$ cat config.mk
export PLATFORM = sky130hd
export DESIGN_NAME = oric_tap_recorder
export DESIGN_NICKNAME = d
export VERILOG_FILES = /design/src/rtl/oric_tap_pkg.sv /design/src/rtl/oric_tap_pulse_meter.sv /design/src/rtl/oric_tap_recorder.sv
export SDC_FILE = /design/constraint.sdc
export NUM_CORES = 1
export LEC_CHECK = 0
export CAP_MARGIN = 20
export CORE_MARGIN = 2
export CORE_UTILIZATION = 54
export DETAILED_ROUTE_END_ITERATION = 10
export PLACE_DENSITY = 0.88
export SETUP_SLACK_MARGIN = 0.05
export SLEW_MARGIN = 20
export SYNTH_ARGS = -nofsm -noshare
export SYNTH_HDL_FRONTEND = slang
export SYNTH_HIERARCHICAL = 1
export SYNTH_SLANG_ARGS = --single-unit
export TNS_END_PERCENT = 50
$ cat constraint.sdc
create_clock -name clk -period 2.5 [get_ports clk]
set_input_delay 0.625 -clock clk [delete_from_list [all_inputs] [get_ports clk]]
set_output_delay 0.625 -clock clk [all_outputs]
set_load 0.005 [all_outputs]
$ cat src/rtl/oric_tap_pkg.sv
// rtl/oric_tap_pkg.sv - shared constants and frame FSM state for the Oric tape-save decoder
package oric_tap_pkg;
    localparam int PULSE_HI_LEN = 208;
    localparam int PULSE_LO_LEN = 416;

    localparam int DEF_LO_MIN  = 104;
    localparam int DEF_LO_THR  = 312;
    localparam int DEF_LO_MAX  = 624;
    localparam int DEF_TIMEOUT = 4096;

    localparam logic [7:0] SYNC_BYTE        = 8'h16;
    localparam logic [23:0] SQUASH_PTR_LIMIT = 24'd16;
    localparam logic [2:0] SQUASH_MAX_RUN   = 3'd4;

    typedef enum logic [1:0] {
        ST_HUNT   = 2'd0,
        ST_DATA   = 2'd1,
        ST_PARITY = 2'd2
    } frame_state_e;
endpackage

$ cat src/rtl/oric_tap_pulse_meter.sv
// rtl/oric_tap_pulse_meter.sv - tape_in synchronizer, level timer and low-phase bit classifier
module oric_tap_pulse_meter
    import oric_tap_pkg::*;
#(
    parameter int LO_MIN  = DEF_LO_MIN,
    parameter int LO_THR  = DEF_LO_THR,
    parameter int LO_MAX  = DEF_LO_MAX,
    parameter int TIMEOUT = DEF_TIMEOUT
) (
    input  logic clk,
    input  logic reset,
    input  logic ce,
    input  logic enable,
    input  logic tape_in,
    output logic bit_valid,
    output logic bit_val,
    output logic abort,
    output logic timeout
);
    localparam logic [15:0] MIN_L = 16'(LO_MIN);
    localparam logic [15:0] THR_L = 16'(LO_THR);
    localparam logic [15:0] MAX_L = 16'(LO_MAX);
    localparam logic [15:0] TMO_L = 16'(TIMEOUT);

    logic        sync1_q, sync2_q, prev_q;
    logic [15:0] lvl_q, lvl_d;
    logic        bit_valid_q, bit_val_q, abort_q, timeout_q;
    logic        edge_w, rise_w;

    assign edge_w = sync2_q ^ prev_q;
    assign rise_w = sync2_q & ~prev_q;

    // lvl_q at an edge is the length of the level that just ended
    always_comb begin
        lvl_d = lvl_q;
        if (!enable || edge_w) begin
            lvl_d = '0;
        end else if (ce && lvl_q != 16'hFFFF) begin
            lvl_d = lvl_q + 16'd1;
        end
    end

    always_ff @(posedge clk) begin
        if (reset) begin
            sync1_q     <= 1'b0;
            sync2_q     <= 1'b0;
            prev_q      <= 1'b0;
            lvl_q       <= '0;
            bit_valid_q <= 1'b0;
            bit_val_q   <= 1'b0;
            abort_q     <= 1'b0;
            timeout_q   <= 1'b0;
        end else begin
            sync1_q     <= tape_in;
            sync2_q     <= sync1_q;
            prev_q      <= sync2_q;
            lvl_q       <= lvl_d;
            bit_valid_q <= enable && rise_w && (lvl_q >= MIN_L) && (lvl_q <= MAX_L);
            bit_val_q   <= (lvl_q < THR_L);
            abort_q     <= enable && rise_w && (lvl_q > MAX_L);
            timeout_q   <= enable && (lvl_q >= TMO_L);
        end
    end

    assign bit_valid = bit_valid_q;
    assign bit_val   = bit_val_q;
    assign abort     = abort_q;
    assign timeout   = timeout_q;
endmodule

$ cat src/rtl/oric_tap_recorder.sv
// rtl/oric_tap_recorder.sv - rebuilds TAP bytes from cassette pulses; optional ORIC_TAP_REC_SYNC_SQUASH_EN
module oric_tap_recorder
    import oric_tap_pkg::*;
#(
    parameter int LO_MIN  = DEF_LO_MIN,
    parameter int LO_THR  = DEF_LO_THR,
    parameter int LO_MAX  = DEF_LO_MAX,
    parameter int TIMEOUT = DEF_TIMEOUT
) (
    input  logic        clk,
    input  logic        ce,
    input  logic        reset,
    input  logic        motor_on,
    input  logic        recstop,
    input  logic        tape_in,
    output logic        byte_req,
    input  logic        byte_ack,
    output logic [23:0] byte_addr,
    output logic [7:0]  byte_out,
    output logic        running,
    output logic        parity_err,
    output logic        overrun,
    output logic [23:0] byte_count
);
    frame_state_e state_q, state_d;
    logic [2:0]   bit_cnt_q, bit_cnt_d;
    logic         par_q, par_d;
    logic [7:0]   shreg_q, shreg_d;
    logic [23:0]  wr_ptr_q, wr_ptr_d;
    logic         req_q, req_d;
    logic [23:0]  addr_q, addr_d;
    logic [7:0]   out_q, out_d;
    logic         perr_q, perr_d;
    logic         ovr_q, ovr_d;
    logic         rec_q, rec_d;
    logic         recstop_q;
    logic         run_w, byte_done, squash;
    logic         bit_valid, bit_val, abort, timeout;
`ifdef ORIC_TAP_REC_SYNC_SQUASH_EN
    logic [2:0]   run_cnt_q, run_cnt_d;
`endif

    assign run_w = motor_on & rec_q;

    oric_tap_pulse_meter #(
        .LO_MIN (LO_MIN),
        .LO_THR (LO_THR),
        .LO_MAX (LO_MAX),
        .TIMEOUT(TIMEOUT)
    ) u_meter (
        .clk      (clk),
        .reset    (reset),
        .ce       (ce),
        .enable   (run_w),
        .tape_in  (tape_in),
        .bit_valid(bit_valid),
        .bit_val  (bit_val),
        .abort    (abort),
        .timeout  (timeout)
    );

    always_comb begin
        state_d   = state_q;
        bit_cnt_d = bit_cnt_q;
        par_d     = par_q;
        shreg_d   = shreg_q;
        wr_ptr_d  = wr_ptr_q;
        req_d     = req_q;
        addr_d    = addr_q;
        out_d     = out_q;
        perr_d    = perr_q;
        ovr_d     = ovr_q;
        rec_d     = rec_q;
        byte_done = 1'b0;
        squash    = 1'b0;
`ifdef ORIC_TAP_REC_SYNC_SQUASH_EN
        run_cnt_d = run_cnt_q;
`endif
        if (!run_w || abort || timeout) begin
            state_d = ST_HUNT;
        end else if (bit_valid) begin
            case (state_q)
                ST_HUNT: begin
                    if (!bit_val) begin
                        state_d   = ST_DATA;
                        bit_cnt_d = 3'd0;
                        par_d     = 1'b1;
                    end
                end
                ST_DATA: begin
                    shreg_d[bit_cnt_q] = bit_val;
                    par_d              = par_q ^ bit_val;
                    if (bit_cnt_q == 3'd7) begin
                        state_d = ST_PARITY;
                    end else begin
                        bit_cnt_d = bit_cnt_q + 3'd1;
                    end
                end
                ST_PARITY: begin
                    state_d   = ST_HUNT;
                    byte_done = 1'b1;
                    if (bit_val != par_q) begin
                        perr_d = 1'b1;
                    end
                end
                default: state_d = ST_HUNT;
            endcase
        end

        if (byte_done) begin
`ifdef ORIC_TAP_REC_SYNC_SQUASH_EN
            // trims the ROM's long 0x16 leader down to a short run at the start of a file
            squash    = (shreg_q == SYNC_BYTE) && (wr_ptr_q < SQUASH_PTR_LIMIT)
                        && (run_cnt_q >= SQUASH_MAX_RUN);
            run_cnt_d = (shreg_q != SYNC_BYTE) ? 3'd0 :
                        (run_cnt_q == SQUASH_MAX_RUN) ? run_cnt_q : run_cnt_q + 3'd1;
`endif
            if (!squash) begin
                if (req_q == byte_ack) begin
                    out_d    = shreg_q;
                    addr_d   = wr_ptr_q;
                    req_d    = ~req_q;
                    wr_ptr_d = wr_ptr_q + 24'd1;
                end else begin
                    ovr_d = 1'b1;
                end
            end
        end

        if (recstop && !recstop_q) begin
            rec_d = ~rec_q;
            if (!rec_q) begin
                wr_ptr_d = '0;
                perr_d   = 1'b0;
                ovr_d    = 1'b0;
`ifdef ORIC_TAP_REC_SYNC_SQUASH_EN
                run_cnt_d = 3'd0;
`endif
            end
        end
    end

    always_ff @(posedge clk) begin
        if (reset) begin
            state_q   <= ST_HUNT;
            bit_cnt_q <= '0;
            par_q     <= 1'b1;
            shreg_q   <= '0;
            wr_ptr_q  <= '0;
            req_q     <= byte_ack;
            addr_q    <= '0;
            out_q     <= '0;
            perr_q    <= 1'b0;
            ovr_q     <= 1'b0;
            rec_q     <= 1'b0;
            recstop_q <= 1'b0;
`ifdef ORIC_TAP_REC_SYNC_SQUASH_EN
            run_cnt_q <= '0;
`endif
        end else begin
            state_q   <= state_d;
            bit_cnt_q <= bit_cnt_d;
            par_q     <= par_d;
            shreg_q   <= shreg_d;
            wr_ptr_q  <= wr_ptr_d;
            req_q     <= req_d;
            addr_q    <= addr_d;
            out_q     <= out_d;
            perr_q    <= perr_d;
            ovr_q     <= ovr_d;
            rec_q     <= rec_d;
            recstop_q <= recstop;
`ifdef ORIC_TAP_REC_SYNC_SQUASH_EN
            run_cnt_q <= run_cnt_d;
`endif
        end
    end

    assign byte_req   = req_q;
    assign byte_addr  = addr_q;
    assign byte_out   = out_q;
    assign running    = run_w;
    assign parity_err = perr_q;
    assign overrun    = ovr_q;
    assign byte_count = wr_ptr_q;
endmodule

Word-level counts from Yosys, hierarchy flattened
Cells that the tools add are included.
{"block": "classes", "n_reduce_logical": 25, "eq_ne": 9, "n_lt_le_gt_ge": 7, "bitwise": 8, "muxes": 31, "n_addsub": 3}
{"operator": "$mux 24", "n": 4}
{"operator": "$add 24x1->24 const B", "n": 1}
{"operator": "$mux 1", "n": 18}
{"operator": "$add 16x1->16 const B", "n": 1}
{"operator": "$ge 16x13->1 const B", "n": 1}
{"operator": "$ge 16x7->1 const B", "n": 1}
{"operator": "$gt 16x10->1 const B", "n": 1}
{"operator": "$le 16x10->1 const B", "n": 1}
{"operator": "$lt 16x9->1 const B", "n": 1}
{"operator": "$ne 16x16->1 const B", "n": 1}
{"operator": "$bwmux 8", "n": 1}
{"operator": "$logic_and 1x1->1", "n": 8}
{"operator": "$mux 3", "n": 2}
{"operator": "$ne 2x2->1 const B", "n": 3}
{"operator": "$pmux 3 s2", "n": 1}
{"operator": "$reduce_and 3->1", "n": 2}
{"operator": "$reduce_bool 2->1", "n": 3}
{"operator": "$reduce_and 5->1", "n": 1}
{"operator": "$lt 3x4->1 const B", "n": 1}
{"operator": "$mux 2", "n": 2}
{"operator": "$not 1->1", "n": 4}
{"operator": "$pmux 2 s2", "n": 1}
{"operator": "$reduce_and 2->1", "n": 2}
{"operator": "$reduce_and 4->1", "n": 1}
{"operator": "15 further kinds", "n": 21}
{"block": "word_totals", "in_bits": 7, "regBits": 98, "out_inout_bits": 60}

Logic depth before layout (Yosys ltp)
{"block": "depth", "ltp_word": 8, "mapped_depth": 7}

Hierarchy
The synthesis kept the hierarchy.
{"mod": "oric_tap_recorder", "instances": 1, "cells_each": 386, "area_per_inst_um2": 3211.8}
{"mod": "oric_tap_pulse_meter", "instances": 1, "cells_each": 134, "area_per_inst_um2": 1129.8}

Worst setup path before layout
OpenSTA, ideal clock, no wires.
{"block": "synth_path", "path_type": "in2reg", "start": "input byte_ack", "end": "register wr_ptr_q[11], in the netlist byte_count[11]", "n_path_buf": 1, "setup_slack_ns": 0.398, "required_ns": 2.430, "setup_ns": 0.070, "cell_stages": 5, "arrival_ns": 2.031, "cell_sequence": "xor2_1 > or4_4 > buf_6 > or4_1 > a21oi_1"}
{"block": "synth_between", "elab_chain_cells": 5}
{"element": "from (decl)", "line_no": "oric_tap_recorder.sv:17", "rtl": "input logic byte_ack,"}
{"element": "$eq 1x1->1 (*)", "line_no": "oric_tap_recorder.sv:119", "rtl": "if (req_q == byte_ack) begin"}
{"element": "$mux 24 (*)", "line_no": "oric_tap_recorder.sv:119"}
{"element": "$mux 24 (*)", "line_no": "oric_tap_recorder.sv:110", "rtl": "if (byte_done) begin"}
{"element": "$mux 24", "line_no": "oric_tap_recorder.sv:132", "rtl": "if (!rec_q) begin"}
{"element": "$mux 24 (*)", "line_no": "oric_tap_recorder.sv:130", "rtl": "if (recstop && !recstop_q) begin"}
{"element": "to (signal assigned)", "line_no": "oric_tap_recorder.sv:165", "rtl": "wr_ptr_q <= wr_ptr_d;"}
{"element": "to (decl)", "line_no": "oric_tap_recorder.sv:29", "rtl": "logic [23:0] wr_ptr_q, wr_ptr_d;"}
Mark *: on every way between the ends. The rest lies on a longest branch, timed or not.
A chain may end at the register's enable or synchronous reset.

Worst setup path in the final report
{"block": "layout_path", "start": "input byte_ack", "end": "register wr_ptr_q[19], in the netlist byte_count[19]"}
Same word-level chain as after synthesis.

==> summary.txt <==
Setup path
  – CP Data Arrival Time: ~2.6 ns
  – CP Class: input pin to register
  – Data required, critical path: 2.78 ns
  – CP Launch Type: input pin
  – Critical Path Fanout Max: 11
  – Crit path capture type: register
  – Reg2Reg Setup Slack: roughly 0.33 ns
  – R2R Path End: byte_count[16]
  – Reg2Reg Depth: 5
  – Worst reg2reg startpoint: byte_count[1]

Clocking
  – CTS sink cnt: 98
  – Clk_lat worst skew: between 0.3 and 0.4 ns
  – Max clock buf depth: 2
  – H-tree depth: 3
  – TritonCTS buffer count: 9
  – CTS tree: done
  – Clk slew on worst S/H paths: about 0.10 ns
  – CTS root buf: clkbuf_8

Power and ir drop
  – Pwr/cell area: ~510 mW/mm^2
  – Leak pwr: 0.00171 uW
  – Worst vdd ir: 431 uV

Timing
  – Final setup viols: 0
  – Final setup margin: 0.175 ns
  – Final period utilization: 0.930
  – Worst-margin pin slew: 0.856 ns
  – Final Hold Fails: 0
  – Crit path time final: approximately 2.3 ns
  – Rel. slew slack: 0.422
  – Max Fclk: between 400 and 500 MHz
  – WHS: 0.458 ns
  – Fin. max-slew vios: 0
  – Clock Skew: between 0.01 and 0.015 ns
  – RSZ-0062 raised after global routing: false

Floorplan
  – Die H: approximately 94 um
  – CORE AREA: roughly 0.008 sq mm
  – Io pins: 67
  – Die area: 0.00877 sq mm
  – Initial Utilization: 0.559
  – DIE WIDTH: 93.7 um
  – # rows: 32

Place
  – DP Worst Slack: -0.179 ns
  – RePlAce Congestion: about 0.85
  – IO Port Bufs: 66
  – DP HPWL: ~7.7 mm

Synth
  – Syn Inst Count: between 500 and 600
  – Synth cell types: just under 50
  – Synth Area per Inst: ~8.3 sq um
  – Seq/Total Area, Yosys: 0.454
  – Mapped cell area: about 0.0043 sq mm
  – Synth warnings: 6
  – Post-synth EDFFs: 1
  – Main synth FF type: dfxtp_1
  – Post-Syn Nets: about 530
  – Ys async rst share: 0
  – Synth Register Bits: 98

Route
  – Via count: between 4000 and 5000
  – # DRC: 0
  – Drt first pass iters: 4
  – Drt initial violations: 231
  – Routed wire length: approximately 11 mm
  – Vias/cell: 5.97
  – Post-route ant nets: 0
  – Wire per inst: ~16 um

Final layout
  – Filler cell count: between 500 and 600
  – Diodes inserted: 0
  – Layout cells sized above 1: 0.0920
  – Fin nets: 606
  – Area delta synth->final: 25.6%

Flow run
  – Reported max-cap violation count: 0

Hold path
  – Hold EP: byte_addr[14]
  – Hold WC Path Type: register to register
  – Hold Path Stages: 2
  – Critical hold path startpoint: byte_addr[14]

Global route
  – GR Overflow Total: 0
  – Vias in the first global route: ~4000
  – Total track usage: 0.256
  – Largest net degree at the start of global routing: 31
  – First-pass GRT wire length: between 15 and 20 mm
  – Initial antenna violation count: 0

Run status
  – Status: complete, no violations
-- cells in the mapped netlist, drive strengths merged, types with 3 or more instances --
cell,count,area (sq um)
a22oi,3,22.5
nand2b,7,43.8
nand3b,5,37.5
mux2i,8,80.1
ha,6,75.1
clkbuf,24,91.3
buf,8,46.3
and3,3,20.0
or4,17,131
o41ai,7,61.3
a21oi,66,330
inv,11,41.3
o31ai,19,143
nand4bb,3,33.8
nand2,87,327
o21ai,18,90.1
nor3,12,65.1
or3,13,82.6
nor4,10,62.6
nor2,22,82.6
a31oi,3,18.8
o311ai,3,26.3
dfxtp,97,1940
and4,3,26.3
or2,3,18.8
xnor2,4,35.0
nor2b,9,56.3
nand3,17,95.1
nand4,13,81.3
-- layout make-up --
type / count / area (sq um) / share of cell area
multi-input combinational: 379 / 2200 / 0.404
sequential: 98 / 1970 / 0.362
timing repair buffer: 94 / 893 / 0.164
clock buffer: 12 / 156 / 0.0287
tap: 102 / 128 / 0.0234
clock inverter: 4 / 56.3 / 0.0103
inverter: 11 / 41.3 / 0.00757
-- critical path, cell delays in order --
cell             delay (ns)
clkdlybuf4s50_1        0.47
xor2_1                 0.21
or4_4                  0.62
or4_1                  0.50
a21oi_1                0.18
-- cells by family (layout without fill, tap and decap cells) --
group           Yosys count  count (layout)  synth area share
buf+inv                  43             121            0.0412
flops                    98              98             0.454
compound gates          126             126             0.172
simple gates            233             233             0.285
fa+ha+maj                 6               6            0.0173
xor+xnor                  6               6            0.0121
mux                       8               8            0.0184
-- state kept, by name, indices dropped and copies added, names as in the netlist --
name               cells
bit_cnt_q              3
byte_addr             24
byte_count            24
byte_out               8
byte_req               1
overrun                1
par_q                  1
parity_err             1
rec_q                  1
recstop_q              1
shreg_q                8
state_q                2
u_meter/abort          1
u_meter/bit_val        1
u_meter/bit_valid      1
u_meter/lvl_q         16
u_meter/prev_q         1
u_meter/sync1_q        1
u_meter/sync2_q        1
u_meter/timeout        1
-- power breakdown --
group	internal, uW	switching, uW
registers	1570	7.24
logic	43.0	60.5
clock network	532	553
-- layer usage --
layer,GRT usage,part of all wire,vias to the layer above
li1,-,-,2043
met1,0.313,0.42,1971
met2,0.454,0.50,144
met3,0.0345,0.052,21
met4,0.101,0.021,0
met5,0,0,-
-- through the flow --
stage               cell area (sq um)  total power (uW)  std cells  TNS (ns)   util
floorplan                        4340              1660        520         0      -
global placement                 5230              1710        684    -0.481  0.674
detailed placement               5230              1710        684     -1.37  0.674
CTS                              5450              2770        700         0  0.702
global route                     5450              2860        700         0  0.702
finish                           5450              2760        700         0  0.702
-- cells in the final DEF (no fill, tap or decap), types with 13 or more instances in the layout --
cell type        instances
nand2_1                 87
clkdlybuf4s50_1         64
dfxtp_1                 97
nand4_1                 13
or4_1                   16
o31ai_1                 19
a21oi_1                 66
nor2_1                  22
buf_4                   26
nand3_1                 14
o21ai_0                 18
-- repair_timing --
item,in CTS,in global routing
endpoints found under the setup margin,1,1
hold buffers,0,0
setup buffers,0,0
gates resized for setup,1,1
gates cloned,0,0
hold endpoints to repair,0,0
-- worst max-delay path by stage --
stage / startpoint / end
after floorplan: byte_ack / byte_count[11]
after global placement: byte_ack / byte_count[21]
after detailed placement: byte_ack / byte_count[19]
after CTS: motor_on / running
after global routing: u_meter/lvl_q[9] / u_meter/lvl_q[5]
final: byte_ack / byte_count[19]
Note: power is estimated with default switching activity, not from simulation.
